<file path="src/rtl/chunked_add_sub.sv">
// Multi-cycle WIDTH-bit add/subtract, CHUNK bits per cycle, LSB chunk first, on a start/ready/done handshake.
// Latency: WIDTH/CHUNK cycles from accepted start to the done pulse; one op every WIDTH/CHUNK+2 cycles.
// Backpressure: ready is high only in IDLE; start outside IDLE is dropped, no queuing.
module chunked_add_sub #(
    parameter int WIDTH = 16,
    parameter int CHUNK = 4
) (
    input  logic             clk,
    input  logic             rst_n,
    input  logic             start,
    input  logic             sub,
    input  logic [WIDTH-1:0] a,
    input  logic [WIDTH-1:0] b,
    input  logic             cin,
    output logic             ready,
    output logic             done,
    output logic [WIDTH-1:0] sum,
    output logic             cout,
    output logic             ovf,
    output logic             zero
);

    localparam int N  = WIDTH / CHUNK;
    localparam int CW = (N > 1) ? $clog2(N) : 1;

    generate
        if (WIDTH < 2 || CHUNK < 1 || (WIDTH % CHUNK) != 0) begin : g_bad_params
            $error("chunked_add_sub: WIDTH must be >= 2 and a multiple of CHUNK");
        end
    endgenerate

    typedef enum logic [1:0] {
        IDLE = 2'd0,
        RUN  = 2'd1,
        DONE = 2'd2
    } state_t;

    state_t           state;
    state_t           state_nxt;
    logic [WIDTH-1:0] a_q;
    logic [WIDTH-1:0] b_q;
    logic [WIDTH-1:0] res_q;
    logic [WIDTH-1:0] res_nxt;
    logic             carry_q;
    logic             sub_q;
    logic [CW-1:0]    cnt;
    logic [CHUNK:0]   chunk_sum;
    logic             last;
    logic             msb_cin;

    // Operands shift right each RUN cycle so the active chunk is always in the low bits.
    assign chunk_sum = {1'b0, a_q[CHUNK-1:0]} + {1'b0, b_q[CHUNK-1:0]} + {{CHUNK{1'b0}}, carry_q};
    assign last      = (cnt == CW'(N - 1));
    // Carry into the MSB, recovered from the final chunk's top bits.
    assign msb_cin   = a_q[CHUNK-1] ^ b_q[CHUNK-1] ^ chunk_sum[CHUNK-1];

    generate
        if (N == 1) begin : g_single
            assign res_nxt = chunk_sum[CHUNK-1:0];
        end else begin : g_multi
            assign res_nxt = {chunk_sum[CHUNK-1:0], res_q[WIDTH-1:CHUNK]};
        end
    endgenerate

    assign ready = (state == IDLE);
    assign done  = (state == DONE);

    always_ff @(posedge clk or negedge rst_n) begin
        if (!rst_n) begin
            state <= IDLE;
        end else begin
            state <= state_nxt;
        end
    end

    always_comb begin
        state_nxt = state;
        case (state)
            IDLE:    if (start) state_nxt = RUN;
            RUN:     if (last)  state_nxt = DONE;
            DONE:    state_nxt = IDLE;
            default: state_nxt = IDLE;
        endcase
    end

    always_ff @(posedge clk or negedge rst_n) begin
        if (!rst_n) begin
            a_q     <= '0;
            b_q     <= '0;
            res_q   <= '0;
            carry_q <= 1'b0;
            sub_q   <= 1'b0;
            cnt     <= '0;
            sum     <= '0;
            cout    <= 1'b0;
            ovf     <= 1'b0;
            zero    <= 1'b0;
        end else begin
            case (state)
                IDLE: begin
                    if (start) begin
                        a_q     <= a;
                        b_q     <= sub ? ~b : b;
                        carry_q <= cin ^ sub;
                        sub_q   <= sub;
                        cnt     <= '0;
                    end
                end
                RUN: begin
                    a_q     <= a_q >> CHUNK;
                    b_q     <= b_q >> CHUNK;
                    carry_q <= chunk_sum[CHUNK];
                    res_q   <= res_nxt;
                    cnt     <= cnt + CW'(1);
                    if (last) begin
                        sum  <= res_nxt;
                        cout <= chunk_sum[CHUNK] ^ sub_q;
                        ovf  <= msb_cin ^ chunk_sum[CHUNK];
                        zero <= (res_nxt == '0);
                    end
                end
                default: ;
            endcase
        end
    end

endmodule

</file>
<file path="config.mk">
export PLATFORM = sky130hd
export DESIGN_NAME = chunked_add_sub
export DESIGN_NICKNAME = d
export VERILOG_FILES = /design/src/rtl/chunked_add_sub.sv
export SDC_FILE = /design/constraint.sdc
export NUM_CORES = 1
export LEC_CHECK = 0
export CAP_MARGIN = 20
export CORE_AREA = 2 2 82 84
export CTS_CLUSTER_SIZE = 12
export DETAILED_ROUTE_END_ITERATION = 16
export DIE_AREA = 0 0 84 86
export PLACE_DENSITY = 0.76
export SYNTH_ARGS = -nofsm -noshare
export SYNTH_HDL_FRONTEND = slang
export SYNTH_SLANG_ARGS = --single-unit
</file>
<file path="constraint.sdc">
create_clock -name clk -period 2.8 [get_ports clk]
set_clock_uncertainty 0.2 [all_clocks]
set_input_delay 0.56 -clock clk [delete_from_list [all_inputs] [get_ports clk]]
set_output_delay 0.56 -clock clk [all_outputs]
set_load 0.05 [all_outputs]
</file>
-- Word-level counts from Yosys, hierarchy flattened
Index checks and enable logic that the tools add are counted.
- register bits after elaboration: 73
- output and inout bits: 21
- input bits: 37
- logic and storage cells: 44
- bitwise operators: 6
- add/sub/neg operators: 3
- reductions and logical operators: 7
- multiplexer cells: 12
- equal/unequal tests: 5
- operator list (operator ; number):
    $pmux 16 s2 ; 2
    $mux 16 ; 3
    $logic_not 16->1 ; 1
    $not 16->16 ; 1
    $pmux 2 s2 ; 2
    $reduce_and 2->1 ; 4
    $mux 2 ; 3
    $add 4x4->5 ; 1
    $add 5x1->5 ; 1
    $xor 1x1->1 ; 5
    $eq 2x2->1 const B ; 2
    $ne 2x2->1 const B ; 2
    $add 2x1->2 const B ; 1
    $eq 2x1->1 const B ; 1
    $logic_not 2->1 ; 1
    $pmux 1 s2 ; 1
    $reduce_bool 2->1 ; 1
    $mux 1 ; 1

-- Logic depth before layout (Yosys ltp)
- depth after elaboration: 4
- gate-level depth with buffers: 6
- mapped depth without buffers: 6

-- Worst setup path before layout
Ideal clock, no wire load.
- path kind: flip-flop to flip-flop
- start point: reg a_q[0]
- end point: reg cout
- slack: 594 ps
- setup time: 127 ps
- period minus slack after synthesis: 2206 ps
- arrival: 1879 ps
- stages on the path, launching flop included: 7
- buffers on the path: 0
- data required time: 2473 ps
- cells stage by stage: dfrtp_1 fa_1 fa_1 a21o_1 a21oi_1 xor2_1 o21ai_0
- cells in the longest elaborated chain, start to end: 3
- RTL lines (item ; line ; RTL):
    start: declaration ; 40 ; logic [WIDTH-1:0] a_q;
    start signal: assignment ; 110 ; a_q <= a_q >> CHUNK;
    $add 4x4->5 ; 52 ; assign chunk_sum = {1'b0, a_q[CHUNK-1:0]} + {1'b0, b_q[CHUNK-1:0]} + {{CHUNK{1'b0}}, carry_q};
    $add 5x1->5 ; 52 ;
    $xor 1x1->1 ; 117 ; cout <= chunk_sum[CHUNK] ^ sub_q;
    end signal: assignment ; 117 ;
    end: declaration ; 18 ; output logic cout,
Every way passes these cells.
A chain may end at the register's enable or synchronous reset.

-- Final worst setup path
- start point: reg state[0]
- end point: out ready
- cells in the longest elaborated chain, start to end: 1
- RTL lines (item ; line ; RTL):
    start: declaration ; 38 ; state_t state;
    start signal: assignment ; 72 ; state <= state_nxt;
    $logic_not 2->1 ; 65 ; assign ready = (state == IDLE);
    end: declaration ; 15 ; output logic ready,
Every way passes these cells.

==> results by group <==
Worst setup path
  • Worst R2R Path Depth: 6
  • Critical Path RT: between 2000 and 2500 ps
  • Crit path cell chain: nor2_1 > clkdlybuf4s50_1
  • Critical Path AT: about 1800 ps
  • Critical path type: reg2out
  • Crit start category: flop
  • Type of element capturing the critical path: output pin
  • Crit path max fanout: 5
  • Critical path's slowest cell: clkdlybuf4s50_1
  • CP max stage delay: between 800 and 900 ps

Timing
  • Slew Limit Fails: 0
  • Peak Freq: roughly 390 MHz
  • Final hold vios: 0
  • Min Hold Slack: about 11 ps
  • Setup TNS Final: 0 ps
  • Crit path time final: ~2600 ps
  • Max_slew headroom: 0.610
  • Worst Max-Slew Pin Slew: 585 ps
  • RSZ-0062 raised after global routing: no
  • Number of setup violations in the final report: 0
  • Post-route clock period utilization: 0.923

Floorplan
  • Initial core utilization: 0.497
  • DIE WIDTH: about 84 um
  • # IOs: between 50 and 60
  • Die footprint: ~7200 um2
  • Core area: between 6000 and 7000 um2
  • Die Y: about 86 um
  • FP Rows: 29

Drt
  • Drt pass-1 iters: 5
  • DRT iter0 DRCs: roughly 110
  • Vias per Instance: approximately 5.3
  • Drt drc: 0
  • Post-Route WL: around 6000 um
  • Vias post-DR: around 2300
  • Drt wl/cell: 14.0 um
  • Final ANT Viol Nets: 0

Status
  • Status: finished, final reports clean

Synthesis
  • Most common flop cell mapped by yosys: dfrtp_1
  • Syn_area_per_cell: 10.6 um2
  • #FFs+latches synth: 69
  • Yosys cell types: 35
  • Asr flop ratio synth: 1.00
  • Synth Warn #: 0
  • Synthesized net count: around 340
  • Sequential share of the synthesized area: 0.554
  • Post-synth EDFFs: 0
  • Mapped cell area: approximately 3100 um2
  • Gate Count Post-Synth: 293

Pwr
  • Switching Share: 0.414
  • Leak pwr: approximately 1.8 nW
  • Clock power share: 0.179
  • Gate power share: 0.470
  • P_int: roughly 0.0030 W
  • Flop pwr share: 0.351
  • Peak supply drop: around 0.00082 V
  • Switching power: around 0.0021 W
  • PD cells: 1290 nW/um2

GRT
  • GR peak layer: met2
  • First-pass GRT wire length: roughly 11000 um
  • Met3 Track Usage GR: 0.0587
  • Overall Global Routing Usage: 0.186
  • Number of global-route vias before repair: between 2000 and 2500
  • Met2 GRT Util: 0.291
  • Largest net degree at the start of global routing: 47
  • GRT overflow: 0
  • Routing usage on met1: 0.249
  • Antenna violations before repair: 0

Clocking
  • Worst-skew pair later-pin latency: between 300 and 400 ps
  • CTS Buffer Depth: 2
  • Clock slew at reported path FFs: roughly 70 ps
  • CTS sink count: a little under 70
  • CTS tree: built
  • Post-CTS sizing: 0
  • H-tree Lvls: 3
  • Post-CTS setup buffers: 0
  • Root buffer cell: clkbuf_8
  • Number of hold buffers added after CTS: 0
  • CTS Buf Count: 9

Final layout
  • Post-Layout Cell Count: ~430
  • Area delta synth->final: 27.6%
  • Net count, final: 393
  • Final Instance Area: 3980 um2
  • Share of cells above drive strength 1: 0.115
  • Final design utilization: 0.634
  • Diode count: 0

Placement
  • Dpl cells: 416
  • Port Buffers: 57
  • Routability cong.: between 0.8 and 0.9
  • Placement Cell Area: roughly 3700 um2
  • Hpwl dp: approximately 4200 um

Hold path
  • Hold Crit Class: in2async

Run
  • Max-Cap Viols: 0
[flip-flops by register name, indices dropped and copies added (netlist names)]
register,flops
a_q,16
b_q,16
carry_q,1
cnt,2
cout,1
ovf,1
res_q,12
state,2
sub_q,1
sum,16
zero,1
[synthesized netlist by cell type (2+ instances only)]
cell      instances  area share
a21oi_1           2      0.0032
buf_4             3      0.0072
nor4_1            3      0.0060
fa_1              2       0.013
nand2_2           2      0.0040
nor2_1           31       0.037
xnor2_1          18       0.051
mux2_4           10       0.048
a21o_1            2      0.0048
xor2_1            3      0.0084
a211oi_1          4      0.0096
a221o_1          12       0.039
ha_1              4       0.016
mux2_2            2      0.0072
mux2_1            2      0.0072
o21ai_0          12       0.019
nand2_1          73       0.088
a31oi_1          12       0.024
buf_2            11       0.018
buf_6             2      0.0072
dfrtp_1          69        0.55
[layout by cell type (no fill, tap or decap), drive strengths merged]
master | Yosys | final
ha | 4 | 4
o21a | 1 | 1
a221o | 12 | 12
a22o | 1 | 1
nor4 | 3 | 3
buf | 17 | 8
a22oi | 1 | 1
a21oi | 2 | 2
dfrtp | 69 | 69
inv | 1 | 1
a211oi | 4 | 4
clkbuf | 1 | 11
xnor2 | 18 | 18
o21ai | 13 | 13
mux2 | 14 | 14
nor3b | 1 | 1
nor2 | 32 | 32
clkinvlp | 0 | 3
bufinv | 0 | 2
nand2 | 75 | 75
clkdlybuf4s50 | 0 | 56
nor2b | 2 | 2
a21o | 2 | 2
nand2b | 1 | 1
a31oi | 12 | 12
fa | 2 | 2
nand3 | 1 | 1
xor2 | 3 | 3
nand4 | 1 | 1
[layout make-up]
| cell class | count | area [um2] |
|---|---|---|
| sequential | 69 | 1730 |
| multi-input combinational | 205 | 1290 |
| fill | 528 | 2300 |
| clock buffer | 11 | 151 |
| inverter | 1 | 3.75 |
| timing repair buffer | 64 | 631 |
| tap | 77 | 96.3 |
| clock inverter | 5 | 82.6 |
[layer usage]
metal	share of wire	up-vias
li1	-	1108
met1	0.46	1099
met2	0.47	69
met3	0.057	6
met4	0.012	0
met5	0	-
[worst max-delay path, delay by kind of cell, from the launching register on]
kind | cells | cell delay (ps)
buffers and inverters | 1 | 840
and+or+nand+nor | 1 | 200
DFF | 1 | 440
[path summary, 6_finish.rpt]
path / from / to / slack, ps
worst max-delay path: state[0] / ready / 220
worst min-delay path: rst_n / res_q[6] / 10
worst max register to register: a_q[0] / cout / 420
worst min register to register: sum[15] / sum[15] / 290
max in group asynchronous: rst_n / b_q[1] / 1760
min in group clk: sum[15] / sum[15] / 290
[power groups by stage]
stage / clock, W / combinational (W) / sequential, W
5_1_grt: 0.000988 / 0.00269 / 0.00187
6_report: 0.000924 / 0.00242 / 0.00181
4_1_cts: 0.000942 / 0.00245 / 0.00181
3_3_place_gp: 0 / 0.00237 / 0.00181
3_5_place_dp: 0 / 0.00244 / 0.00183
2_1_floorplan: 0 / 0.00141 / 0.00216
[stage by stage]
| stage | setup slack (ps) | power [W] |
|---|---|---|
| after global placement | 513 | 0.00417 |
| after global routing | 152 | 0.00555 |
| after detailed placement | 429 | 0.00427 |
| after floorplan | 594 | 0.00357 |
| final | 215 | 0.00515 |
| after CTS | 192 | 0.00520 |
[kinds of logic after synthesis]
group / count (synthesis) / synth area share
simple gates: 116 / 0.152
fa+ha+maj: 6 / 0.0289
compound gates: 48 / 0.109
flops: 69 / 0.554
mux: 14 / 0.0626
xor+xnor: 21 / 0.0590
buf+inv: 19 / 0.0357
Note: power is estimated with default switching activity, not from simulation.
